**src/rtl/subcalc_seq.sv**
```systemverilog
// Sequential 4-bit operation engine: repeats one latched operation COUNT times on an accumulator.
// Optional early stop on an operation event is enabled by defining SUBCALC_SEQ_EVENT_STOP_EN.
module subcalc_seq (
    input  logic       CLK,
    input  logic       RESET,
    input  logic       START,
    input  logic [1:0] KIND,
    input  logic [3:0] DATA_IN,
    input  logic [3:0] COUNT,
    output logic       READY,
    output logic [3:0] RESULT,
    output logic       FLAG,
    output logic [3:0] STEPS,
    output logic       DONE,
    output logic       STOPPED
);

    typedef enum logic [1:0] {
        S_IDLE,
        S_RUN,
        S_FINISH
    } state_t;

    state_t     r_state;
    state_t     w_next;
    logic [1:0] r_kind;
    logic [3:0] r_acc;
    logic       r_flag;
    logic [3:0] r_steps;
    logic [3:0] r_rem;
    logic [3:0] w_op_acc;
    logic       w_op_flag;
    logic [4:0] w_inc;
    logic       w_last;
    logic       w_stop;

`ifdef SUBCALC_SEQ_EVENT_STOP_EN
    logic       r_stopped;
    logic       w_event;
`endif

    always_comb begin
        w_op_acc  = r_acc;
        w_op_flag = 1'b0;
        w_inc     = {1'b0, r_acc} + 5'd1;
        case (r_kind)
            2'b00: begin
                w_op_acc  = ~r_acc;
                w_op_flag = 1'b1;
            end
            2'b01: begin
                w_op_acc  = {1'b0, r_acc[3:1]};
                w_op_flag = r_acc[0];
            end
            2'b10: begin
                w_op_acc  = w_inc[3:0];
                w_op_flag = w_inc[4];
            end
            default: begin
                w_op_acc  = r_acc - 4'd1;
                w_op_flag = (r_acc != 4'd0);
            end
        endcase
    end

    assign w_last = (r_rem == 4'd1);

`ifdef SUBCALC_SEQ_EVENT_STOP_EN
    // Decrement signals its event through a cleared flag (borrow); the others through a set flag.
    always_comb begin
        case (r_kind)
            2'b00:   w_event = 1'b0;
            2'b11:   w_event = ~w_op_flag;
            default: w_event = w_op_flag;
        endcase
    end
    assign w_stop = w_event & ~w_last;
`else
    assign w_stop = 1'b0;
`endif

    always_comb begin
        w_next = r_state;
        case (r_state)
            S_IDLE: begin
                if (START) begin
                    w_next = (COUNT == 4'd0) ? S_FINISH : S_RUN;
                end
            end
            S_RUN: begin
                if (w_last || w_stop) begin
                    w_next = S_FINISH;
                end
            end
            S_FINISH: w_next = S_IDLE;
            default:  w_next = S_IDLE;
        endcase
    end

    always_ff @(posedge CLK) begin
        if (RESET) begin
            r_state <= S_IDLE;
            r_kind  <= '0;
            r_acc   <= '0;
            r_flag  <= 1'b0;
            r_steps <= '0;
            r_rem   <= '0;
`ifdef SUBCALC_SEQ_EVENT_STOP_EN
            r_stopped <= 1'b0;
`endif
        end else begin
            r_state <= w_next;
            if (r_state == S_IDLE && START) begin
                r_kind  <= KIND;
                r_acc   <= DATA_IN;
                r_rem   <= COUNT;
                r_flag  <= 1'b0;
                r_steps <= '0;
`ifdef SUBCALC_SEQ_EVENT_STOP_EN
                r_stopped <= 1'b0;
`endif
            end else if (r_state == S_RUN) begin
                r_acc   <= w_op_acc;
                r_flag  <= w_op_flag;
                r_steps <= r_steps + 4'd1;
                r_rem   <= r_rem - 4'd1;
`ifdef SUBCALC_SEQ_EVENT_STOP_EN
                if (w_stop) begin
                    r_stopped <= 1'b1;
                end
`endif
            end
        end
    end

    assign READY  = (r_state == S_IDLE);
    assign DONE   = (r_state == S_FINISH);
    assign RESULT = r_acc;
    assign FLAG   = r_flag;
    assign STEPS  = r_steps;
`ifdef SUBCALC_SEQ_EVENT_STOP_EN
    assign STOPPED = r_stopped;
`else
    assign STOPPED = 1'b0;
`endif

endmodule

```
**config.mk**
```make
export PLATFORM = sky130hd
export DESIGN_NAME = subcalc_seq
export DESIGN_NICKNAME = d
export VERILOG_FILES = /design/src/rtl/subcalc_seq.sv
export SDC_FILE = /design/constraint.sdc
export NUM_CORES = 1
export LEC_CHECK = 0
export CAP_MARGIN = 0
export CORE_UTILIZATION = 45
export DETAILED_ROUTE_END_ITERATION = 10
export DONT_BUFFER_PORTS = 1
export GPL_ROUTABILITY_DRIVEN = 0
export PLACE_DENSITY_LB_ADDON = 0.3
export SLEW_MARGIN = 40
export SYNTH_ARGS = -nofsm -noshare
export SYNTH_HDL_FRONTEND = slang
export SYNTH_SLANG_ARGS = --single-unit
```
**constraint.sdc**
```tcl
create_clock -name CLK -period 1.7 [get_ports CLK]
set_input_delay 0.17 -clock CLK [delete_from_list [all_inputs] [get_ports CLK]]
set_output_delay 0.17 -clock CLK [all_outputs]
set_load 0.1 [all_outputs]
```
==> flow_summary.json, run 1 <==
{
  "path_class": "register to primary output",
  "fin_setup_tns_ns": 0,
  "netlist_top_cells_area": "dfxtp_1 31%, ha_1 6.9%, a21oi_1 6.0%, a2bb2oi_1 5.7%, nand2_1 4.5%",
  "grt.overflow.total": 0,
  "fp.dieArea_sq_um": 2610,
  "synth_seq_area_share": 0.314,
  "place_area_sq_um": 1180,
  "area_growth_pct": 14.7,
  "rows": 17,
  "grt_pass1_vias": 889,
  "cts_tree": "done",
  "pwr-share-comb": 0.409,
  "clock-root-buffer": "clkbuf_4",
  "synth.mux.area_fraction": 0.00925,
  "period_share": 0.885,
  "synth_area_per_cell_sq_um": 8.20,
  "synthArstFlopShare": 0,
  "critPathMaxFanout": 10,
  "drc": 0,
  "report.final.slew_viol_count": 0,
  "ys_ff_latch": 17,
  "end_kind": "primary output",
  "skew_ns": 0.00263,
  "die_w_um": 51.0,
  "power_leakage_uw": 0.000486,
  "met1_length_mm": 1.06,
  "fin_nets": 165,
  "max_cap_viol_count": 0,
  "grt_usage": 0.215,
  "intPower_uw": 711,
  "synth-xor-area-share": 0.0486,
  "dp_hpwl_mm": 1.79,
  "final_core_util": 0.556,
  "synthAdderAreaFrac": 0.0694,
  "critical_path_buf_inv_count": 1,
  "grt_max_degree": 13,
  "synth_top_area_cell": "dfxtp_1",
  "syn_area_sq_um": 1080,
  "synth_edf_count": 0,
  "hp-class": "input port to register",
  "finalSetupViolCount": 0,
  "path_cells": "nor2b_2, buf_4",
  "hold_viol": 0,
  "yosysUniqueCellTypes": 44,
  "portBuffers": 0,
  "num_vias": 1011,
  "wl_met2_mm": 1.22,
  "drive_gt1_frac": 0.214,
  "wirelength_mm": 2.49,
  "max_stage_delay_ns": 0.54,
  "holdWs_ns": 0.0260,
  "drt_first_pass_iters": 5,
  "synth_compound_area_frac": 0.245,
  "final_area_sq_um": 1240,
  "ir_drop_mv": 0.521,
  "switchingPower_uw": 538,
  "diodes": 0,
  "power_frac_seq": 0.407,
  "cts_made_buffers": 3,
  "yosys_warnings": 0,
  "status": "complete, no violations",
  "max_freq_ghz": 0.665,
  "clkPwrFrac": 0.183,
  "wl_met3_um": 153,
  "core_sq_um": 2230,
  "grt_first_pass_wirelength_mm": 4.08,
  "mostFrequentLayoutCell": "buf_4",
  "synth_nets": 151,
  "drt_iter0_drc": 34,
  "synth_top_family_by_area": "compound AO/OA/AOI/OAI gates",
  "insertion_delay_ns": 0.30,
  "cts_buffer_depth": 2,
  "syn_inst": 132,
  "routed_via_density": 5.84,
  "min_period_ns": 1.50,
  "cp.arrival_ns": 1.33,
  "critical_path.top_delay_family": "flip-flops",
  "ys.flop_type": "dfxtp_1",
  "die_y_um": 51.0,
  "yosys.area_share.simple": 0.238,
  "final_cell_mix": "15 x buf_4, 13 x dfxtp_1, 13 x nand2_1, 13 x a21oi_1, 12 x nor2_1",
  "cts-htree-levels": 1,
  "swShare": 0.431,
  "rsz0062_at_grt": "no",
  "initial_core_util": 0.485,
  "power_uw": 1250,
  "routed.top_layer": "met4",
  "fillers": 217,
  "antenna_found_initial": 0,
  "cpMaxStageDelayCell": "dfxtp_1",
  "power.density_nw_per_um2": 1010,
  "worst-endpoint-required_ns": 1.53,
  "clkTransAtPathRegs_ns": 0.10,
  "ios": 25,
  "clock_sinks": 17,
  "antenna_left": 0,
  "critPathLaunchType": "register",
  "post_drt_wl_per_cell_um": 14.4,
  "yosysTopAreaCellShare": 0.314
}
## registers in the layout (all words and copies together), names as in the netlist
signal	flops
r_rem	4
r_state	2
r_kind	2
RESULT	4
FLAG	1
STEPS	4
## what timing repair did
action | CTS | global route
setup endpoints to repair | 0 | 0
resized for setup | 0 | 0
hold endpoints to repair | 9 | 1
hold buffers | 2 | 1
buffers inserted | 0 | 0
## worst paths after layout
check | from | to | slack, ns | cells after the start
max | r_state[1]$_SDFFE_PP0P_ | DONE | 0.20 | 2
min | RESET | r_rem[1]$_SDFFE_PP0P_ | 0.03 | 2
max reg2reg | RESULT[0]$_SDFFE_PP0P_ | RESULT[1]$_SDFFE_PP0P_ | 0.21 | 5
min reg2reg | STEPS[1]$_SDFFE_PP0P_ | STEPS[1]$_SDFFE_PP0P_ | 0.50 | 2
## layout make-up
type / instances / area, sq um / area share
Clock buffer: 4 / 26.3 / 0.0212
Inverter: 6 / 22.5 / 0.0181
Multi-Input combinational cell: 100 / 669 / 0.539
Sequential cell: 17 / 345 / 0.278
Tap cell: 28 / 35.0 / 0.0282
Timing Repair Buffer: 18 / 143 / 0.115
## synth_stat cells, types with 3 or more instances
master	count
dfxtp_1	17
a21oi_1	13
nand2_1	13
nor2_1	13
a2bb2oi_1	7
ha_1	6
inv_1	6
buf_4	5
a31oi_1	3
nor2b_1	3
xnor2_1	3
xor2_1	3
## per-layer routing
layer / vias up / global-route usage
li1: 490 / -
met1: 468 / 0.267
met2: 44 / 0.342
met3: 9 / 0.0387
met4: 0 / 0.130
met5: - / 0
## power by group through the flow
| stage | logic, uW | clock network, uW | registers, uW |
|---|---|---|---|
| after floorplan | 311 | 0 | 621 |
| after global placement | 490 | 0 | 513 |
| after detailed placement | 498 | 0 | 516 |
| after CTS | 506 | 232 | 507 |
| after global routing | 547 | 253 | 517 |
| final | 511 | 229 | 509 |
## cell families (layout without fill, tap and decap cells)
family,Yosys count,after routing
mux,1,1
xor+xnor,6,6
fa+ha+maj,6,6
other cells,1,1
flops,17,17
buf+inv,15,28
simple gates,48,48
compound gates,38,38
## per-stage QoR
step	instances	setup slack [ns]
after floorplan	132	-0.135
after global placement	166	0.282
after detailed placement	166	0.240
after CTS	172	0.196
after global routing	173	0.104
final	173	0.196
No activity file was read; power rests on OpenSTA's default activity.
==> run 2: changes to the inputs <==
--- a/config.mk
+++ b/config.mk
@@ -6,11 +6,12 @@
 export NUM_CORES = 1
 export LEC_CHECK = 0
 export CAP_MARGIN = 0
+export CORE_MARGIN = 8
 export CORE_UTILIZATION = 45
 export DETAILED_ROUTE_END_ITERATION = 10
 export DONT_BUFFER_PORTS = 1
 export GPL_ROUTABILITY_DRIVEN = 0
-export PLACE_DENSITY_LB_ADDON = 0.3
+export PLACE_DENSITY = 0.57
 export SLEW_MARGIN = 40
 export SYNTH_ARGS = -nofsm -noshare
 export SYNTH_HDL_FRONTEND = slang
==> flow_summary.json, run 2 (synthesis results as in run 1) <==
{
  "final_core_util": 0.547,
  "dp_hpwl_mm": 1.92,
  "grt_pass1_vias": 947,
  "routed_via_density": 5.70,
  "power.density_nw_per_um2": 999,
  "insertion_delay_ns": 0.29,
  "crit_start": "RESULT[0]$_SDFFE_PP0P_",
  "finalSetupViolCount": 0,
  "cp_num_cells": 5,
  "initial_core_util": 0.480,
  "setup_ws_ns": 0.221,
  "critPathMaxFanout": 7,
  "final_area_sq_um": 1230,
  "num_vias": 981,
  "drt_iter0_drc": 43,
  "holdPathStages": 2,
  "worst-endpoint-required_ns": 1.87,
  "r2r_setup_slack_ns": 0.22,
  "drive_gt1_frac": 0.208,
  "cts_setup_buffers": 0,
  "report.final.slew_viol_count": 0,
  "mostFrequentLayoutCell": "buf_4",
  "cts_tree": "done",
  "critPathLaunchType": "register",
  "antenna_found_initial": 0,
  "place_area_sq_um": 1180,
  "ir_drop_mv": 0.630,
  "grt_first_pass_wirelength_mm": 4.43,
  "max_freq_ghz": 0.676,
  "drt_first_pass_iters": 4,
  "ios": 25,
  "cpMaxStageDelayCell": "dfxtp_2",
  "diodes": 0,
  "r2r-end": "RESULT[1]$_SDFFE_PP0P_",
  "portBuffers": 0,
  "place_ws_ns": 0.237,
  "cp.arrival_ns": 1.64,
  "core_sq_um": 2250,
  "cts_made_buffers": 3,
  "min_period_ns": 1.48,
  "power_leakage_uw": 0.000480,
  "period_share": 0.870,
  "cts-resized-gates": 0,
  "placed_cells": 165,
  "grt_max_degree": 13,
  "status": "complete, no violations",
  "max_cap_viol_count": 0,
  "path_class": "register to register",
  "clock-root-buffer": "clkbuf_4",
  "max_stage_delay_ns": 0.39,
  "cts_buffer_depth": 2,
  "critical_path.top_delay_family": "compound AO/OA/AOI/OAI gates",
  "fp.dieArea_sq_um": 4230,
  "hold_viol": 0,
  "fin_nets": 164,
  "hp-class": "input port to register",
  "stdcell_count": 172,
  "path_cells": "inv_1, ha_1, and2_1, o311ai_0, a21oi_1",
  "cts-htree-levels": 1,
  "area_growth_pct": 14.0,
  "worstReg2RegStart": "RESULT[0]$_SDFFE_PP0P_",
  "die_y_um": 65.0,
  "critical_path_buf_inv_count": 1,
  "clock_sinks": 17,
  "grt.overflow.total": 0,
  "clkTransAtPathRegs_ns": 0.10,
  "cts-hold-fix-buffers": 3,
  "drc": 0,
  "fin_setup_tns_ns": 0,
  "fillers": 216,
  "post_drt_wl_per_cell_um": 15.2,
  "grt_usage": 0.131,
  "antenna_left": 0,
  "die_w_um": 65.0,
  "wirelength_mm": 2.61,
  "rows": 17,
  "r2r_cells": 5,
  "cp-endpoint": "RESULT[1]$_SDFFE_PP0P_",
  "rsz0062_at_grt": "no",
  "end_kind": "register",
  "skew_ns": 0.00470,
  "final_cell_mix": "14 x buf_4, 13 x dfxtp_1, 13 x nand2_1, 13 x a21oi_1, 12 x nor2_1"
}
[run 2: cell types whose count changed in the layout (fill, tap and decap cells not counted)]
cell / change
buf_4: -1
[run 2: where the power goes]
part	internal, uW	leakage, uW	switching, uW
logic	174	0.000324	334
registers	442	0.000141	66.8
clock network	91.2	0.0000150	124
[run 2: routing by layer]
metal / vias to the layer above / wire, um / global-route usage
met5: - / 0 / 0
met4: 0 / 17 / 0.0463
met3: 2 / 184 / 0.0533
met2: 30 / 1190 / 0.210
met1: 460 / 1220 / 0.155
li1: 489 / - / -
[run 2: worst min path at each step]
stage / start / to
after floorplan: KIND[0] / r_kind[0]$_SDFFE_PP0P_
after global placement: RESET / RESULT[1]$_SDFFE_PP0P_
after detailed placement: RESET / RESULT[0]$_SDFFE_PP0P_
after CTS: RESET / r_rem[1]$_SDFFE_PP0P_
after global routing: RESET / r_state[0]$_SDFFE_PP0P_
final: RESET / r_rem[1]$_SDFFE_PP0P_
[run 2: metrics by stage]
stage | power (uW) | hold slack [ns]
floorplan | 932 | 0.306
global placement | 1010 | 0.235
detailed placement | 1010 | 0.237
CTS | 1250 | 0.0233
global route | 1310 | 0.0167
finish | 1230 | 0.0360
[run 2: area by class of cell]
class                      instances  area (sq um)  area share
multi-input combinational        100           669       0.543
tap                               28          35.0      0.0284
inverter                           6          22.5      0.0183
timing repair buffer              17           135       0.110
clock buffer                       4          26.3      0.0213
sequential                        17           345       0.280
==> run 3: changes to the inputs <==
--- a/config.mk
+++ b/config.mk
@@ -11,6 +11,7 @@
 export DETAILED_ROUTE_END_ITERATION = 10
 export DONT_BUFFER_PORTS = 1
 export GPL_ROUTABILITY_DRIVEN = 0
+export MAX_ROUTING_LAYER = met4
 export PLACE_DENSITY = 0.57
 export SLEW_MARGIN = 40
 export SYNTH_ARGS = -nofsm -noshare
==> flow_summary.json, run 3 (synthesis results as in run 1) <==
{
  "final_area_sq_um": 1230,
  "place_ws_ns": 0.237,
  "post_drt_wl_per_cell_um": 15.2,
  "ir_drop_mv": 0.633,
  "clkPwrFrac": 0.175,
  "max_freq_ghz": 0.674,
  "diodes": 0,
  "drt_first_pass_iters": 4,
  "grt_first_pass_wirelength_mm": 4.43,
  "path_class": "register to register",
  "worstReg2RegStart": "RESULT[0]$_SDFFE_PP0P_",
  "power.density_nw_per_um2": 998,
  "min_period_ns": 1.48,
  "hold_viol": 0,
  "swShare": 0.426,
  "holdPathStages": 2,
  "min_from": "RESET",
  "insertion_delay_ns": 0.29,
  "fin_nets": 164,
  "ios": 25,
  "final_cell_mix": "14 x buf_4, 13 x dfxtp_1, 13 x nand2_1, 13 x a21oi_1, 12 x nor2_1",
  "num_vias": 968,
  "place_area_sq_um": 1180,
  "setup_ws_ns": 0.217,
  "power_uw": 1230,
  "final_core_util": 0.547,
  "die_y_um": 65.0,
  "drc": 0,
  "hp-class": "input port to register",
  "area_growth_pct": 14.0,
  "drt_iter0_drc": 43,
  "rsz0062_at_grt": "no",
  "power_frac_seq": 0.413,
  "initial_core_util": 0.480,
  "cts_buffer_depth": 2,
  "cts_tree": "done",
  "antenna_left": 0,
  "r2r_setup_slack_ns": 0.22,
  "cts-htree-levels": 1,
  "grt_pass1_vias": 944,
  "grt.overflow.total": 0,
  "end_kind": "register",
  "report.final.slew_viol_count": 0,
  "wirelength_mm": 2.61,
  "die_w_um": 65.0,
  "skew_ns": 0.00582,
  "r2r-end": "RESULT[1]$_SDFFE_PP0P_",
  "dp_hpwl_mm": 1.92,
  "cts-resized-gates": 0,
  "fin_setup_tns_ns": 0,
  "grt_max_degree": 13,
  "fp.dieArea_sq_um": 4230,
  "cts_made_buffers": 3,
  "cp.arrival_ns": 1.65,
  "rows": 17,
  "max_stage_delay_ns": 0.39,
  "crit_start": "RESULT[0]$_SDFFE_PP0P_",
  "period_share": 0.873,
  "core_sq_um": 2250,
  "grt_usage": 0.135,
  "portBuffers": 0,
  "power_leakage_uw": 0.000480,
  "routed_via_density": 5.63,
  "critPathMaxFanout": 7,
  "antenna_found_initial": 0,
  "r2r_cells": 5,
  "path_cells": "inv_1, ha_1, and2_1, o311ai_0, a21oi_1",
  "pwr-share-comb": 0.412,
  "worst-endpoint-required_ns": 1.86,
  "status": "complete, no violations",
  "clock_sinks": 17,
  "switchingPower_uw": 524,
  "intPower_uw": 707,
  "mostFrequentLayoutCell": "buf_4",
  "cp-endpoint": "RESULT[1]$_SDFFE_PP0P_",
  "critPathLaunchType": "register",
  "max_cap_viol_count": 0,
  "cts_setup_buffers": 0,
  "drive_gt1_frac": 0.208,
  "clkTransAtPathRegs_ns": 0.10,
  "finalSetupViolCount": 0,
  "clock-root-buffer": "clkbuf_4",
  "cpMaxStageDelayCell": "dfxtp_2"
}
[run 3: cell counts in the layout (fill, tap and decap cells not counted)]
Identical to the previous run, type by type.
[run 3: how the worst min path moves through the flow]
stage	endpoint	slack [ns]
detailed placement	RESULT[0]$_SDFFE_PP0P_	0.24
global placement	RESULT[1]$_SDFFE_PP0P_	0.23
global route	r_state[0]$_SDFFE_PP0P_	0.02
CTS	r_rem[1]$_SDFFE_PP0P_	0.02
floorplan	r_kind[0]$_SDFFE_PP0P_	0.31
finish	r_rem[1]$_SDFFE_PP0P_	0.04
[run 3: cell type report]
class	count	area [sq um]
clock buffers	4	26.3
fillers	216	1020
inverters	6	22.5
multi-input cells	100	669
flip-flops and latches	17	345
well taps	28	35.0
repair buffers	17	135
[run 3: layer usage]
| layer | vias up | wire length, um | GRT usage |
|---|---|---|---|
| li1 | 488 | - | - |
| met1 | 450 | 1230 | 0.155 |
| met2 | 28 | 1190 | 0.210 |
| met3 | 2 | 179 | 0.0533 |
| met4 | 0 | 17 | 0.0463 |
| met5 | - | 0 | - |
[run 3: power groups by stage]
stage | clock (uW) | combinational [uW] | sequential, uW
4_1_cts | 230 | 509 | 508
6_report | 215 | 508 | 509
3_5_place_dp | 0 | 497 | 518
2_1_floorplan | 0 | 311 | 621
5_1_grt | 248 | 545 | 518
3_3_place_gp | 0 | 493 | 516
[run 3: worst max-delay path: cells and delay by family (launching register included)]
kind	cells	cell delay [ns]
AOI/OAI and AO/OA	2	0.42
adders and majority gates	1	0.29
buffers and inverters	1	0.10
DFF	1	0.39
and+or+nand+nor	1	0.16
[run 3: per-stage QoR]
step	hold WS (ns)	instances
2_1_floorplan	0.306	132
3_3_place_gp	0.235	165
3_5_place_dp	0.237	165
4_1_cts	0.0233	172
5_1_grt	0.0167	172
6_report	0.0356	172
[run 3: what timing repair did]
| action | 4_1_cts | 5_1_grt |
|---|---|---|
| hold buffers | 3 | 0 |
| endpoints found under the hold margin | 9 | 0 |
| setup endpoints to repair | 0 | 0 |
